`src/rtl/serial_adder.sv`:
```
// Digit-serial adder/subtractor: processes DIGIT bits per clock with one registered carry.
// Start/busy/done handshake; result, carry-out and signed overflow are held until the next completion.
module serial_adder #(
    parameter int unsigned WIDTH = 8,
    parameter int unsigned DIGIT = 1
) (
    input  logic             clk,
    input  logic             rst,
    input  logic             start,
    input  logic             sub,
    input  logic [WIDTH-1:0] a,
    input  logic [WIDTH-1:0] b,
    input  logic             c_in,
    output logic             busy,
    output logic             done,
    output logic [WIDTH-1:0] sum,
    output logic             carry_out,
    output logic             overflow
);

    localparam int unsigned N  = WIDTH / DIGIT;
    localparam int unsigned CW = $clog2(N + 1);

    if (WIDTH == 0 || DIGIT == 0 || (WIDTH % DIGIT) != 0) begin : g_bad_params
        $error("serial_adder: DIGIT must be non-zero and divide WIDTH exactly");
    end

    typedef enum logic {StIdle, StRun} state_t;

    state_t           state;
    logic [WIDTH-1:0] a_sr;
    logic [WIDTH-1:0] b_sr;
    logic [WIDTH-1:0] res_sr;
    logic [WIDTH-1:0] res_next;
    logic             carry;
    logic [CW-1:0]    cnt;
    logic             a_msb;
    logic             b_msb;
    logic [DIGIT:0]   digit_sum;
    logic             last;

    // Result digits enter at the top, so after N shifts the LSB digit sits at bit 0.
    always_comb begin
        digit_sum = {1'b0, a_sr[DIGIT-1:0]} + {1'b0, b_sr[DIGIT-1:0]} + {{DIGIT{1'b0}}, carry};
        res_next  = (res_sr >> DIGIT) | (WIDTH'(digit_sum[DIGIT-1:0]) << (WIDTH - DIGIT));
        last      = (cnt == CW'(N - 1));
    end

    always_ff @(posedge clk or posedge rst) begin
        if (rst) begin
            state     <= StIdle;
            a_sr      <= '0;
            b_sr      <= '0;
            res_sr    <= '0;
            carry     <= 1'b0;
            cnt       <= '0;
            a_msb     <= 1'b0;
            b_msb     <= 1'b0;
            busy      <= 1'b0;
            done      <= 1'b0;
            sum       <= '0;
            carry_out <= 1'b0;
            overflow  <= 1'b0;
        end else begin
            done <= 1'b0;
            unique case (state)
                StIdle: begin
                    if (start) begin
                        a_sr   <= a;
                        b_sr   <= sub ? ~b : b;
                        res_sr <= '0;
                        // Subtraction is a + ~b + 1; c_in only matters when adding.
                        carry  <= sub | c_in;
                        cnt    <= '0;
                        a_msb  <= a[WIDTH-1];
                        b_msb  <= sub ? ~b[WIDTH-1] : b[WIDTH-1];
                        busy   <= 1'b1;
                        state  <= StRun;
                    end
                end
                StRun: begin
                    a_sr   <= a_sr >> DIGIT;
                    b_sr   <= b_sr >> DIGIT;
                    res_sr <= res_next;
                    carry  <= digit_sum[DIGIT];
                    cnt    <= cnt + 1'b1;
                    if (last) begin
                        sum       <= res_next;
                        carry_out <= digit_sum[DIGIT];
                        overflow  <= (a_msb == b_msb) && (res_next[WIDTH-1] != a_msb);
                        done      <= 1'b1;
                        busy      <= 1'b0;
                        state     <= StIdle;
                    end
                end
                default: state <= StIdle;
            endcase
        end
    end

endmodule

```
`config.mk`:
```
export PLATFORM = sky130hd
export DESIGN_NAME = serial_adder
export DESIGN_NICKNAME = d
export VERILOG_FILES = /design/src/rtl/serial_adder.sv
export SDC_FILE = /design/constraint.sdc
export NUM_CORES = 1
export LEC_CHECK = 0
export CAP_MARGIN = 25
export CORE_ASPECT_RATIO = 0.8
export CORE_MARGIN = 1
export CORE_UTILIZATION = 26
export DETAILED_ROUTE_END_ITERATION = 10
export GPL_TIMING_DRIVEN = 0
export PLACE_DENSITY = 0.48
export SLEW_MARGIN = 5
export SYNTH_ARGS = -nofsm -noshare
export SYNTH_HDL_FRONTEND = slang
export SYNTH_SLANG_ARGS = --single-unit
```
`constraint.sdc`:
```
create_clock -name clk -period 2.4 [get_ports clk]
set_clock_uncertainty 0.1 [all_clocks]
set_input_delay 0.48 -clock clk [delete_from_list [all_inputs] [get_ports clk]]
set_output_delay 0.48 -clock clk [all_outputs]
set_load 0.01 [all_outputs]
```
## After elaboration in Yosys (flattened, before gate mapping)

Index checks and enable logic that the tools add are counted.

| word-level totals | value |
|---|---|
| register bits | 44 |
| input port bits | 21 |
| output and inout port bits | 12 |

| cells by class | value |
|---|---|
| add/subtract/negate cells | 3 |
| eq/ne operators | 5 |
| muxes and demuxes | 20 |
| bitwise gates (word level) | 5 |
| reduce and logical (&&, ||, !) cells | 4 |

Operators with widths:

| kind | number |
|---|---|
| $pmux 8 s2 | 3 |
| $mux 8 | 4 |
| $mux 1 | 8 |
| $not 8->8 | 1 |
| $or 7x8->8 | 1 |
| $pmux 4 s2 | 1 |
| $pmux 1 s2 | 3 |
| $reduce_and 2->1 | 3 |
| $add 4x1->4 const B | 1 |
| $eq 4x3->1 const B | 1 |
| $mux 4 | 1 |
| $add 1x1->2 | 1 |
| $add 2x1->2 | 1 |
| $ne 2x1->1 const B | 1 |
| $ne 2x2->1 const B | 1 |
| $not 1->1 | 2 |
| $eq 1x1->1 | 1 |
| $logic_and 1x1->1 | 1 |
| $ne 1x1->1 | 1 |
| $or 1x1->1 | 1 |

## Logic depth before layout (Yosys ltp)

Gate-level depths: netlist (run 1).

| depth | value |
|---|---|
| word-level depth | 5 |
| depth in mapped cells | 5 |
| mapped depth without buffers | 5 |

## Worst setup path before layout (run 1)

OpenSTA, ideal clock, no wires.

| timing path | value |
|---|---|
| kind | input-to-reg |
| from | input start |
| to | register a_msb |
| arrival | 1.247 ns |
| required time | 2.175 ns |
| path slack | 0.928 ns |
| stages | 3 |
| buffers on the path | 1 |
| path through | buf_2 > nor2b_1 > mux2_2 |

| between the ends | value |
|---|---|
| word-level cells in the longest chain between the ends | 1 |

RTL lines:

| element | RTL line | RTL |
|---|---|---|
| from (decl) | 9 | `input logic start,` |
| $reduce_and 2->1 (no source line) | - |  |
| to (signal assigned) | 75 | `a_msb <= a[WIDTH-1];` |
| to (decl) | 37 | `logic a_msb;` |

No other way between the ends.
A chain may end at the register's enable or synchronous reset.

## Worst setup path in the final report (run 1)

| timing path | value |
|---|---|
| from | register busy |
| to | output busy |

RTL lines:

| element | RTL line | RTL |
|---|---|---|
| from (decl) | 14 | `output logic busy,` |
| from (signal assigned) | 59 | `busy <= 1'b0;` |
| from (signal assigned) | 77 | `busy <= 1'b1;` |
| from (signal assigned) | 92 | `busy <= 1'b0;` |

No word-level cell between the ends.

==> impl_metrics.env, run 1 <==
export IMPL_setup_viol=0
export IMPL_pre_cts_ws_ns=0.7949
export IMPL_clk_path_buf_depth=2
export IMPL_layout_cells_non_filler=295
export IMPL_fillers=711
export IMPL_ys_warnings_count=0
export IMPL_powerDensity_nw_per_um2=1097
export IMPL_dp_hpwl_um=2839
export IMPL_yosysTopAreaCell="dfrtp_1"
export IMPL_synthTopCellsByCount="43 x dfrtp_1, 22 x nand2_1, 22 x o21ai_0"
export IMPL_worst_path_buf_inv=1
export IMPL_numCtsBuffers=5
export IMPL_worstPathMaxFanout=2
export IMPL_synth_seq_area_share_pct=55.74
export IMPL_cts_resized_gates=0
export IMPL_portBuffers=30
export IMPL_p_sw_mw=0.9238
export IMPL_synth_fp_nets=192
export IMPL_worst_skew_pair_late_latency_ns=0.29
export IMPL_netlist_instances=169
export IMPL_drive_above_1_share_pct=12.50
export IMPL_synth_compound_area_share_pct=8.296
export IMPL_min_path_type="primary input to async pin"
export IMPL_drv_cap=0
export IMPL_period_minus_slack_ns=1.767
export IMPL_ys_async_sr_fraction_pct=100.0
export IMPL_cp_slowest_stage_delay_ns=0.54
export IMPL_synth_xor_area_share_pct=4.083
export IMPL_syn_area_per_cell_um2=11.42
export IMPL_critPathRequiredTime_ns=1.82
export IMPL_remaining_drc_errors=0
export IMPL_arrival_ns=1.19
export IMPL_yosysTopAreaCellShare_pct=55.74
export IMPL_synth_cell_area_um2=1931
export IMPL_core_area_um2=7027
export IMPL_max_freq_mhz=565.8
export IMPL_antenna_found_initial=0
export IMPL_cts_hold_buf=0
export IMPL_antenna_left=0
export IMPL_finalPower_mw=2.677
export IMPL_crit_type="register to output port"
export IMPL_peakVddDrop_v=0.0002476
export IMPL_post_cts_buffers=0
export IMPL_finalHoldViolCount=0
export IMPL_pwr_share_comb_pct=37.6
export IMPL_nets=230
export IMPL_multi_input_area_um2=778.2
export IMPL_grt_remaining_overflow=0
export IMPL_rsz0062_at_grt="no"
export IMPL_drt_initial_drc_count=76
export IMPL_crit_path_top_delay_cell="clkdlybuf4s50_1"
export IMPL_dp_cells=287
export IMPL_dieArea_um2=7776
export IMPL_maxSlewHeadroom_pct=72.01
export IMPL_synthSimpleGateAreaFrac_pct=11.15
export IMPL_r2r_slack_ns=0.84
export IMPL_crit_path_end_kind="output port"
export IMPL_grt_max_degree=35
export IMPL_fin_ws_ns=0.6327
export IMPL_htreeDepth=2
export IMPL_num_rows=27
export IMPL_synth_area_leaders="dfrtp_1 56%, mux2i_1 9.9%, o21ai_0 5.7%"
export IMPL_grt_util_all_layers_pct=11.50
export IMPL_cp_cell_sequence="clkdlybuf4s50_1"
export IMPL_grt_pass1_vias=1321
export IMPL_yosysUniqueCellTypes=27
export IMPL_place_gp_congestion=0.7042
export IMPL_max_slew_worst_pin_slew_ns=0.4199
export IMPL_root_buffer="clkbuf_8"
export IMPL_regArea_um2=1076
export IMPL_cts_sinks=43
export IMPL_die_w_um=98.34
export IMPL_grt_pass1_wl_um=6906
export IMPL_synth_edf_count=0
export IMPL_vias=1279
export IMPL_cts_tree="yes"
export IMPL_synth_adder_area_share_pct=1.685
export IMPL_path_clk_slew_ns=0.08
export IMPL_areaGrowthSynthToFinish_pct=26.44
export IMPL_post_route_period_util_pct=73.64
export IMPL_synth_top_family_by_area="multiplexers"
export IMPL_die_h_um=79.08
export IMPL_yosysMostFrequentCell="dfrtp_1"
export IMPL_path_delay_family="buffers and inverters"
export IMPL_io_pins=33
export IMPL_drt_total_wl_um=4012
export IMPL_p_clk_share_pct=16.7
export IMPL_p_leak_nw=1.136
export IMPL_synth_ff_type="dfrtp_1"
export IMPL_status="finished, final reports clean"
export IMPL_pwr_share_seq_pct=45.7
export IMPL_wl_per_cell_um=13.60
export IMPL_switching_share_pct=34.51
export IMPL_start_kind="register"
export IMPL_internal_power_mw=1.753
export IMPL_synth_seq_cells=43
export IMPL_dr_pass1_iters=6
export IMPL_muxShareOfSynthArea_pct=15.10
export IMPL_routed_via_density=4.336
export IMPL_maxSlewViolCount=0
export IMPL_diodes=0
export IMPL_start_util_pct=27.48
layout by cell type, fill, tap and decap left out, types with 4 or more instances in the layout:
| cell type | n |
|---|---|
| xor2_1 | 8 |
| mux2i_1 | 19 |
| clkdlybuf4s50_1 | 30 |
| inv_1 | 4 |
| nand2b_1 | 8 |
| o21ai_0 | 22 |
| nor2_1 | 8 |
| clkbuf_8 | 5 |
| mux2_2 | 5 |
| nand2_1 | 22 |
| dfrtp_1 | 43 |
| buf_2 | 7 |
state kept, by name, summed over array words and instances (netlist names), 4 cells and up:
| register | cells |
|---|---|
| sum | 8 |
| cnt | 4 |
| res_sr | 7 |
| a_sr | 8 |
| b_sr | 8 |
final timing paths:
kind	start	to	depth (start not counted)
worst min register to register	cnt[3]	cnt[3]	1
max in group asynchronous	rst	b_sr[0]	3
min in group clk	cnt[3]	cnt[3]	1
worst max register to register	a_sr[0]	overflow	5
worst min-delay path	rst	overflow	2
worst max-delay path	busy	busy	1
cell type report:
type	count	area share, %
Buffer	10	2.358
Clock buffer	7	3.127
Clock inverter	1	0.2050
Inverter	5	0.7688
Multi-Input combinational cell	111	31.88
Sequential cell	43	44.08
Tap cell	87	4.459
Timing Repair Buffer	31	13.12
through the flow:
| step | cell area, µm² | setup TNS (ns) | util, % | hold WS (ns) |
|---|---|---|---|---|
| 3_3_place_gp | 2340 | -7.394 | 33.30 | 0.3637 |
| 5_1_grt | 2441 | 0 | 34.74 | 0.3233 |
| 4_1_cts | 2441 | 0 | 34.74 | 0.3223 |
| 6_report | 2441 | 0 | 34.74 | 0.3201 |
| 2_1_floorplan | 1931 | 0 | - | 0.3492 |
| 3_5_place_dp | 2360 | 0 | 33.58 | 0.3674 |
cell families (layout without fill, tap and decap cells):
family	Yosys count	count (layout)
muxes	27	27
adders and majority gates	2	2
and+or+nand+nor	44	44
buffers and inverters	15	54
xor gates and xnor gates	9	9
DFF	43	43
AOI/OAI and AO/OA	29	29
metal layers:
| metal | share of wire (%) | global-route usage (%) |
|---|---|---|
| met4 | 1.4 | 4.030 |
| met5 | 0 | 0 |
| met1 | 54 | 17.50 |
| met2 | 41 | 15.77 |
| met3 | 3.3 | 2.553 |
power by group through the flow:
stage	sequential [mW]	combinational (mW)	clock [mW]
floorplan	1.23	0.627	0
global placement	1.24	1.00	0
finish	1.22	1.01	0.447
global route	1.28	1.14	0.512
CTS	1.23	1.02	0.471
detailed placement	1.24	1.02	0
No activity file was read; power rests on OpenSTA's default activity.
==> inputs of run 2 (changes only) <==
==> constraint.sdc (replaced) <==
create_clock -name clk -period 1.75 [get_ports clk]
set_clock_uncertainty 0.1 [all_clocks]
set_input_delay 0.35 -clock clk [delete_from_list [all_inputs] [get_ports clk]]
set_output_delay 0.35 -clock clk [all_outputs]
set_load 0.01 [all_outputs]
==> results of run 2 <==
Same layout as run 1 (identical final DEF). Status: finished, final reports clean.
Main changes from that run: setup slack after placement 0.7949 ns -> 0.1994 ns; setup slack after layout 0.6327 ns -> 0.1127 ns; hold slack 0.3201 ns -> 0.1901 ns; register-to-register setup slack 0.84 ns -> 0.19 ns; total power 2.677 mW -> 3.672 mW; worst IR drop on VDD 0.0002476 V -> 0.0003395 V
